## config.mk

```make
export PLATFORM = sky130hd
export DESIGN_NAME = uart_rx
export DESIGN_NICKNAME = d
export VERILOG_FILES = /design/src/rtl/uart_rx.sv
export SDC_FILE = /design/constraint.sdc
export NUM_CORES = 1
export LEC_CHECK = 0
export BUFFER_PORTS_ARGS = -buffer_cell sky130_fd_sc_hd__buf_4
export CAP_MARGIN = 20
export CORE_MARGIN = 8
export CORE_UTILIZATION = 56
export DETAILED_ROUTE_END_ITERATION = 10
export GPL_TIMING_DRIVEN = 0
export PLACE_DENSITY = 0.73
export SYNTH_ARGS = -nofsm -noshare
export SYNTH_HDL_FRONTEND = slang
export SYNTH_SLANG_ARGS = --single-unit
```

## constraint.sdc

```tcl
create_clock -name i_clk -period 1.73 [get_ports i_clk]
set_input_delay 0.4325 -clock i_clk [delete_from_list [all_inputs] [get_ports i_clk]]
set_output_delay 0.4325 -clock i_clk [all_outputs]
set_load 0.02 [all_outputs]
```

## src/rtl/uart_rx.sv

```systemverilog
// 8N1 UART receiver: two-flop input synchronizer, mid-bit sampling, byte strobe and framing-error strobe.
// Define UART_RX_MAJORITY_EN to decide each bit by 2-of-3 vote (requires CLKS_PER_BIT >= 8).
module uart_rx #(
    parameter int unsigned CLK_FREQ  = 25_000_000,
    parameter int unsigned BAUD_RATE = 115_200
) (
    input  logic       i_clk,
    input  logic       i_reset,
    input  logic       i_rx,
    output logic [7:0] o_data,
    output logic       o_valid,
    output logic       o_frame_err,
    output logic       o_busy
);

    localparam int unsigned CLKS_PER_BIT = CLK_FREQ / BAUD_RATE;
    localparam int unsigned CNT_W        = $clog2(CLKS_PER_BIT);
    localparam logic [CNT_W-1:0] MID_CNT = CNT_W'(CLKS_PER_BIT / 2 - 1);
    localparam logic [CNT_W-1:0] END_CNT = CNT_W'(CLKS_PER_BIT - 1);

    typedef enum logic [2:0] {
        S_IDLE,
        S_START,
        S_DATA,
        S_STOP,
        S_BREAK
    } state_t;

    state_t           state;
    state_t           state_next;
    logic             rx_meta;
    logic             w_rx;
    logic [CNT_W-1:0] cnt;
    logic [2:0]       bit_idx;
    logic [7:0]       shift;
    logic             sample_bit;
    logic             mid_hit;
    logic             end_hit;
    logic             cnt_clr;
    logic             shift_en;
    logic             valid_set;
    logic             ferr_set;

    assign mid_hit = (cnt == MID_CNT);
    assign end_hit = (cnt == END_CNT);
    assign o_busy  = (state != S_IDLE);

`ifdef UART_RX_MAJORITY_EN
    // Last two synchronized samples; with the current one they form the vote window.
    logic [1:0] hist;

    always_ff @(posedge i_clk) begin
        if (i_reset) begin
            hist <= 2'b11;
        end else begin
            hist <= {hist[0], w_rx};
        end
    end

    assign sample_bit = (hist[1] & hist[0]) | (hist[1] & w_rx) | (hist[0] & w_rx);
`else
    assign sample_bit = w_rx;
`endif

    // State register
    always_ff @(posedge i_clk) begin
        if (i_reset) begin
            state <= S_IDLE;
        end else begin
            state <= state_next;
        end
    end

    // Next-state logic
    always_comb begin
        state_next = state;
        case (state)
            S_IDLE:  if (!w_rx) state_next = S_START;
            S_START: if (mid_hit) state_next = sample_bit ? S_IDLE : S_DATA;
            S_DATA:  if (end_hit && (bit_idx == 3'd7)) state_next = S_STOP;
            S_STOP:  if (end_hit) state_next = sample_bit ? S_IDLE : S_BREAK;
            S_BREAK: if (w_rx) state_next = S_IDLE;
            default: state_next = S_IDLE;
        endcase
    end

    // Datapath controls; the counter restarts on every state change and on each data bit
    always_comb begin
        cnt_clr   = 1'b0;
        shift_en  = 1'b0;
        valid_set = 1'b0;
        ferr_set  = 1'b0;
        if ((state_next != state) || (state == S_IDLE) || (state == S_BREAK)) begin
            cnt_clr = 1'b1;
        end
        if ((state == S_DATA) && end_hit) begin
            cnt_clr  = 1'b1;
            shift_en = 1'b1;
        end
        if ((state == S_STOP) && end_hit) begin
            valid_set = sample_bit;
            ferr_set  = !sample_bit;
        end
    end

    always_ff @(posedge i_clk) begin
        if (i_reset) begin
            rx_meta     <= 1'b1;
            w_rx        <= 1'b1;
            cnt         <= '0;
            bit_idx     <= 3'd0;
            shift       <= 8'h00;
            o_data      <= 8'h00;
            o_valid     <= 1'b0;
            o_frame_err <= 1'b0;
        end else begin
            rx_meta     <= i_rx;
            w_rx        <= rx_meta;
            cnt         <= cnt_clr ? '0 : cnt + CNT_W'(1);
            o_valid     <= valid_set;
            o_frame_err <= ferr_set;
            if (state == S_START) begin
                bit_idx <= 3'd0;
            end else if (shift_en) begin
                bit_idx <= bit_idx + 3'd1;
            end
            if (shift_en) begin
                shift <= {sample_bit, shift[7:1]};
            end
            if (valid_set) begin
                o_data <= shift;
            end
        end
    end

endmodule
```

* Word-level counts from Yosys, hierarchy flattened *
Index checks and enable logic that the tools add are counted.
W data, S select, Z words.

cells by class
  bitwise gates (word level) = 1
  add/subtract/negate cells = 2
  multiplexer cells = 12
  equal/unequal tests = 8
  reductions and logical operators = 11

operator list
  cell                   count
  $mux W3                6
  $pmux W3 S5            1
  $add A8 B1 Y8 const B  1
  $eq A8 B7 Y1 const B   1
  $eq A8 B8 Y1 const B   1
  $eq A3 B2 Y1 const B   2
  $eq A3 B3 Y1 const B   2
  $reduce_or A2 Y1       3
  $mux W1                4
  $add A3 B1 Y3 const B  1
  $eq A3 B1 Y1 const B   1
  $logic_and A1 B1 Y1    3
  $logic_not A3 Y1       1
  $ne A3 B3 Y1           1
  $reduce_bool A3 Y1     1
  $logic_or A1 B1 Y1     2
  $mux W2                1
  $logic_not A1 Y1       1
  $not A1 Y1             1

word-level totals
  output and inout port bits = 11
  word-level logic and storage cells = 43
  input port bits = 3
  register bits = 34

* Longest topological paths before layout *
Gate-level depths: netlist of the first run.

  word-level depth = 10
  gate-level depth with buffers = 7
  mapped depth without buffers = 6

* Worst setup path after synthesis of the first run *
OpenSTA, ideal clock, no wires.

  path type = reg-to-reg
  start = reg cnt[0]
  end = reg shift[0]
  path slack = 0.200 ns
  arrival = 1.403 ns
  period minus slack after synthesis = 1.530 ns
  stages on the path, launching flop included = 8
  data required time = 1.602 ns
  setup time = 0.128 ns
  path buffers = 1
  path through = dfxtp_1 inv_1 ha_1 nand4b_1 nor4_2 buf_6 mux2i_1 nor2_1

between the ends
  cells in the longest elaborated chain, start to end = 3

RTL lines
  element                   RTL line  source
  start: declaration        33        logic [CNT_W-1:0] cnt;
  start signal: assignment  119       cnt <= cnt_clr ? '0 : cnt + CNT_W'(1);
  $eq A8 B8 Y1              45        assign end_hit = (cnt == END_CNT);
  $logic_and A1 B1 Y1       96        if ((state == S_DATA) && end_hit) begin
  $mux W1                   96
  end signal: assignment    128       shift <= {sample_bit, shift[7:1]};
  end: declaration          35        logic [7:0] shift;

No other way between the ends.
A chain may end at the register's enable or synchronous reset.

* Worst setup path after layout of the first run *
  start = reg state[2]
  end = out o_busy

between the ends
  cells in the longest elaborated chain, start to end = 1

RTL lines
  element                   RTL line  source
  start: declaration        29        state_t state;
  start signal: assignment  70        state <= state_next;
  $reduce_bool A3 Y1        46        assign o_busy = (state != S_IDLE);
  end: declaration          13        output logic o_busy

No other way between the ends.

==> impl_metrics.tcl, run 1 <==
set metrics [dict create \
    status "completed" \
    postSynthAreaPerCell_sq_um 9.94 \
    timing.final.ws_setup_ns 0.0655 \
    die_w_um 67.8 \
    drive_gt1_frac 0.257 \
    start_util 0.600 \
    synth.area.top_cells "dfxtp_1 (45%), mux2i_1 (12%), nor2_1 (6.8%)" \
    fin_util 0.716 \
    muxShareOfSynthArea 0.120 \
    synthFlopType "dfxtp_1" \
    routed_wl_um 3050 \
    synth_simple_gate_area_frac 0.215 \
    cts_root_buf "clkbuf_4" \
    crit_type "reg2out" \
    synth_edf_count 0 \
    clk_latency_ns 0.32 \
    cts_tree "done" \
    synth_top_family_by_area "simple AND/OR/NAND/NOR gates" \
    startpoint_type "flop" \
    drv_slew 0 \
    hold_violations 0 \
    maxCapViolCount 0 \
    yosysWarnings 0 \
    top_level_ports 14 \
    whs_ns 0.289 \
    finalNonFillerCells 205 \
    hp-class "in2reg" \
    holdBufCountCts 0 \
    async_flop_share 0 \
    initialDrtViolationCount 64 \
    ant_nets 0 \
    tightestPinTransition_ns 0.474 \
    die-area_sq_um 4590 \
    clk_pin_slew_ns 0.11 \
    grt_antenna_before_repair 0 \
    grt_overflow 0 \
    core_sq_um 2500 \
    multi_input_area_sq_um 825 \
    grt_pass1_vias 1047 \
    nFillCells 188 \
    synthesis.nets 158 \
    clockBufferDepth 2 \
    via_count 1132 \
    ys_types 37 \
    dp_hpwl_um 2080 \
    netlist_area_sq_um 1500 \
    ys_seq_area_frac 0.454 \
    dp.cells 194 \
    wl_per_cell_um 14.9 \
    grt_max_degree 11 \
    cp.arrival_ns 1.23 \
    ir_drop_v 0.000775 \
    synthAdderAreaFrac 0.0334 \
    min_period_ns 1.66 \
    die_y_um 67.8 \
    power_per_cell_area_nw_per_um2 697 \
    dr.pass1.iters 4 \
    clock-sinks 34 \
    fmax_mhz 601 \
    max_slew_margin 0.684 \
    end_kind "primary output" \
    synth-compound-area-share 0.103 \
    drc_errors 0 \
    numCtsBuffers 5 \
    syn2layout_area_growth_pct 19.3 \
    place_ws_ns -0.0913 \
    h-tree-depth 2 \
    grt_use_total 0.137 \
    seqCellArea_sq_um 689 \
    synth_cells 151 \
    grt_pass1_wl_um 4800 \
    ys_seq_elements 34 \
    crit_fanout 8 \
    avgViaCountPerCell 5.52 \
    row_count 18 \
    yosys.area.top_type "dfxtp_1" \
    finalNetCount 182 \
    synth_top_area_share 0.454 \
    rsz0062_at_grt "true" \
    p_leak_uw 0.000668 \
    portBuffers 13 \
    required_ns 1.30 \
    skew_ns 0.0120 \
    setup_viol 0 \
    antenna_cells 0 \
    post-route-period-util 0.962 \
    routabilityCongestion 0.850 \
    setup_tns_ns 0 \
    synth_xor_area_frac 0.0409 \
]
==> cells in the final DEF, fill, tap and decap left out, drive strengths merged <==
cell / synthesis / layout
a211oi: 6 / 6
a21o: 1 / 1
a21oi: 2 / 2
a2bb2oi: 1 / 1
a41oi: 1 / 1
and3b: 1 / 1
and4b: 1 / 1
buf: 3 / 20
clkbuf: 2 / 7
clkinv: 0 / 2
dfxtp: 34 / 34
ha: 4 / 4
inv: 5 / 5
mux2i: 18 / 18
nand2: 4 / 4
nand2b: 2 / 2
nand3: 4 / 4
nand3b: 1 / 1
nand4b: 3 / 3
nor2: 27 / 27
nor2b: 3 / 3
nor3: 4 / 4
nor4: 4 / 4
o21ai: 4 / 4
o21ba: 1 / 1
o221ai: 1 / 1
o22a: 1 / 1
o32a: 1 / 1
or2: 3 / 3
or3: 1 / 1
or4: 1 / 1
xnor2: 5 / 5
xor2: 2 / 2
==> report_power, final <==
group	switching [uW]	internal [uW]	total, uW
clock	251	146	397
combinational	36.8	23.0	59.8
sequential	4.25	786	790
total	292	955	1250
==> worst paths after layout <==
path	from	endpoint	slack [ns]	cells after the start
setup / recovery	state[2]	o_busy	0.07	2
hold / removal	i_rx	rx_meta	0.29	2
setup reg to reg	cnt[4]	cnt[0]	0.07	4
hold reg to reg	rx_meta	sample_bit	0.43	1
==> registers in the layout, indices dropped and copies added (netlist names) <==
signal and flops:
cnt 8, rx_meta 1, shift 8, state 3, o_frame_err 1, o_valid 1
sample_bit 1, o_data 8, bit_idx 3
==> layer usage <==
layer,routed length [um],up-vias,global-route usage
li1,-,581,-
met1,1470,508,0.171
met2,1380,32,0.200
met3,124,11,0.0414
met4,87,0,0.0888
met5,0,-,0
==> Yosys cell counts (all sizes together) (3+ instances only) <==
master	instances
o21ai	4
nor2	27
nor2b	3
nor4	4
xnor2	5
nor3	4
nand4b	3
inv	5
ha	4
or2	3
nand3	4
dfxtp	34
nand2	4
mux2i	18
a211oi	6
buf	3
==> through the flow <==
step / instance area [sq um] / power (uW)
global placement: 1640 / 857
CTS: 1730 / 1260
finish: 1790 / 1250
global route: 1790 / 1300
floorplan: 1500 / 841
detailed placement: 1640 / 859
==> cell families (layout without fill, tap and decap cells) <==
logic type | count (synthesis) | after routing
DFF | 34 | 34
and+or+nand+nor | 59 | 59
AOI/OAI and AO/OA | 19 | 19
buffers and inverters | 10 | 34
xor gates and xnor gates | 7 | 7
muxes | 18 | 18
adders and majority gates | 4 | 4
==> timing repair <==
action                                  4_1_cts  5_1_grt
endpoints found under the setup margin       26       25
resized for setup                             7       15
setup buffers                                 3        1
pin swaps                                     1        3
cloned                                        0        1
==> worst max-delay path, stage by stage (launching register included) <==
cell     delay [ns]
dfxtp_1        0.39
or3_4          0.38
buf_6          0.14
==> cell type report <==
cell class | instances | share of cell area
Inverter | 5 | 0.0105
Buffer | 4 | 0.0168
Sequential cell | 34 | 0.385
Clock inverter | 2 | 0.00559
Clock buffer | 5 | 0.0210
Timing Repair Buffer | 18 | 0.0797
Tap cell | 30 | 0.0210
Multi-Input combinational cell | 107 | 0.461
Power figures use the tool's default switching activity.
==> run 2, diff against run 1 <==
- clock period: 1.73 -> 1.67 ns (I/O delays scaled with it)
==> impl_metrics.tcl, run 2 (synthesis gave the netlist of run 1 again) <==
set metrics [dict create \
    hp-class "in2reg" \
    power_per_cell_area_nw_per_um2 691 \
    p_sw_uw 310 \
    reg.largest.list "cnt x8, o_data x8, shift x8" \
    sw_frac_of_total 0.239 \
    setup_viol 8 \
    routabilityCongestion 0.850 \
    avgViaCountPerCell 5.56 \
    wl_per_cell_um 15.5 \
    seqCellArea_sq_um 701 \
    clock-sinks 34 \
    timing.final.ws_setup_ns -0.0276 \
    core_sq_um 2500 \
    post-route-period-util 1.02 \
    grt_max_degree 11 \
    start_util 0.600 \
    max_slew_margin 0.681 \
    min_period_ns 1.70 \
    rsz0062_at_grt "true" \
    dp_hpwl_um 2080 \
    layout_common_cells "nor2_1 (27), dfxtp_1 (26), buf_4 (20), mux2i_1 (18)" \
    portBuffers 13 \
    cts_tree "done" \
    crit_fanout 8 \
    via_count 1167 \
    grt_overflow 0 \
    skew_ns 0.0147 \
    final_common_cell "nor2_1" \
    drv_slew 0 \
    row_count 18 \
    hold_violations 0 \
    die-area_sq_um 4590 \
    end_kind "flop" \
    ant_nets 0 \
    h-tree-depth 2 \
    power_frac_comb 0.052 \
    dr.pass1.iters 4 \
    clk_latency_ns 0.33 \
    numCtsBuffers 5 \
    finalPower_uw 1300 \
    p_seq_frac 0.628 \
    drc_errors 0 \
    required_ns 1.87 \
    grt_antenna_before_repair 0 \
    grt_pass1_wl_um 5120 \
    nFillCells 179 \
    crit_type "reg2reg" \
    violations "setup timing" \
    multi_input_area_sq_um 857 \
    grt_pass1_vias 1064 \
    ir_drop_v 0.000848 \
    clk_pin_slew_ns 0.10 \
    grt_use_total 0.147 \
    drive_gt1_frac 0.322 \
    finalNonFillerCells 210 \
    p_leak_uw 0.000701 \
    status "complete, but fails checks" \
    routed_wl_um 3260 \
    die_w_um 67.8 \
    holdBufCountCts 0 \
    dp.cells 194 \
    clockBufferDepth 2 \
    syn2layout_area_growth_pct 25.2 \
    cts_root_buf "clkbuf_4" \
    die_y_um 67.8 \
    antenna_cells 0 \
    cp.arrival_ns 1.89 \
    startpoint_type "flop" \
    finalNetCount 187 \
    p_clk_frac 0.321 \
    fmax_mhz 589 \
    top_level_ports 14 \
    maxCapViolCount 0 \
    p_int_uw 987 \
    tightestPinTransition_ns 0.479 \
    initialDrtViolationCount 88 \
]
[run 2: cell count changes in the layout (fill, tap and decap cells not counted), sizes merged]
cell  change
buf       +5
[run 2: worst max-delay path: stages, from the launching register on]
cell,delay (ns)
dfxtp_4,0.37
inv_4,0.06
ha_4,0.12
nand4b_1,0.11
buf_6,0.16
o32a_1,0.38
o221ai_4,0.30
a211oi_1,0.08
[run 2: per-layer routing]
layer | global-route usage | part of all wire | wire (um)
met5 | 0 | 0 | 0
met4 | 0.0653 | 0 | 0
met3 | 0.0414 | 0.039 | 127
met2 | 0.226 | 0.48 | 1560
met1 | 0.186 | 0.48 | 1570
[run 2: path summary, 6_finish.rpt]
path | slack, ns | startpoint | endpoint | depth (start not counted)
min reg2reg | 0.44 | rx_meta | sample_bit | 1
min | 0.28 | i_rx | rx_meta | 2
max | -0.03 | cnt[0] | cnt[2] | 7
max reg2reg | -0.03 | cnt[0] | cnt[2] | 7
[run 2: metrics by stage]
stage	area (sq um)	util	setup TNS [ns]	hold WS, ns	worst slack [ns]
global route	1880	0.751	-1.02	0.241	-0.0976
detailed placement	1640	0.654	-3.00	0.405	-0.151
global placement	1640	0.654	-1.69	0.402	-0.0996
CTS	1770	0.707	-0.0364	0.266	-0.0364
finish	1880	0.751	-0.119	0.275	-0.0276
floorplan	1500	-	0	0.389	0.140
[run 2: layout make-up]
class	instances	share of cell area
Tap cell	30	0.0200
Sequential cell	34	0.373
Multi-Input combinational cell	107	0.456
Clock buffer	5	0.0200
Inverter	5	0.0113
Buffer	4	0.0160
Timing Repair Buffer	23	0.0979
Clock inverter	2	0.00533
[run 2: what timing repair did]
| action | in CTS | in global routing |
|---|---|---|
| endpoints found under the setup margin | 27 | 22 |
| buffers inserted | 3 | 5 |
| cloned | 1 | 1 |
| pin swaps | 3 | 4 |
| endpoints found under the hold margin | 0 | 0 |
| gates resized for setup | 17 | 23 |
[run 2: power by group through the flow]
stage	sequential (uW)	combinational [uW]	clock [uW]
after detailed placement	838	51.2	0
after floorplan	837	34.3	0
final	814	67.2	416
after CTS	818	61.9	424
after global placement	838	49.8	0
after global routing	816	72.3	470
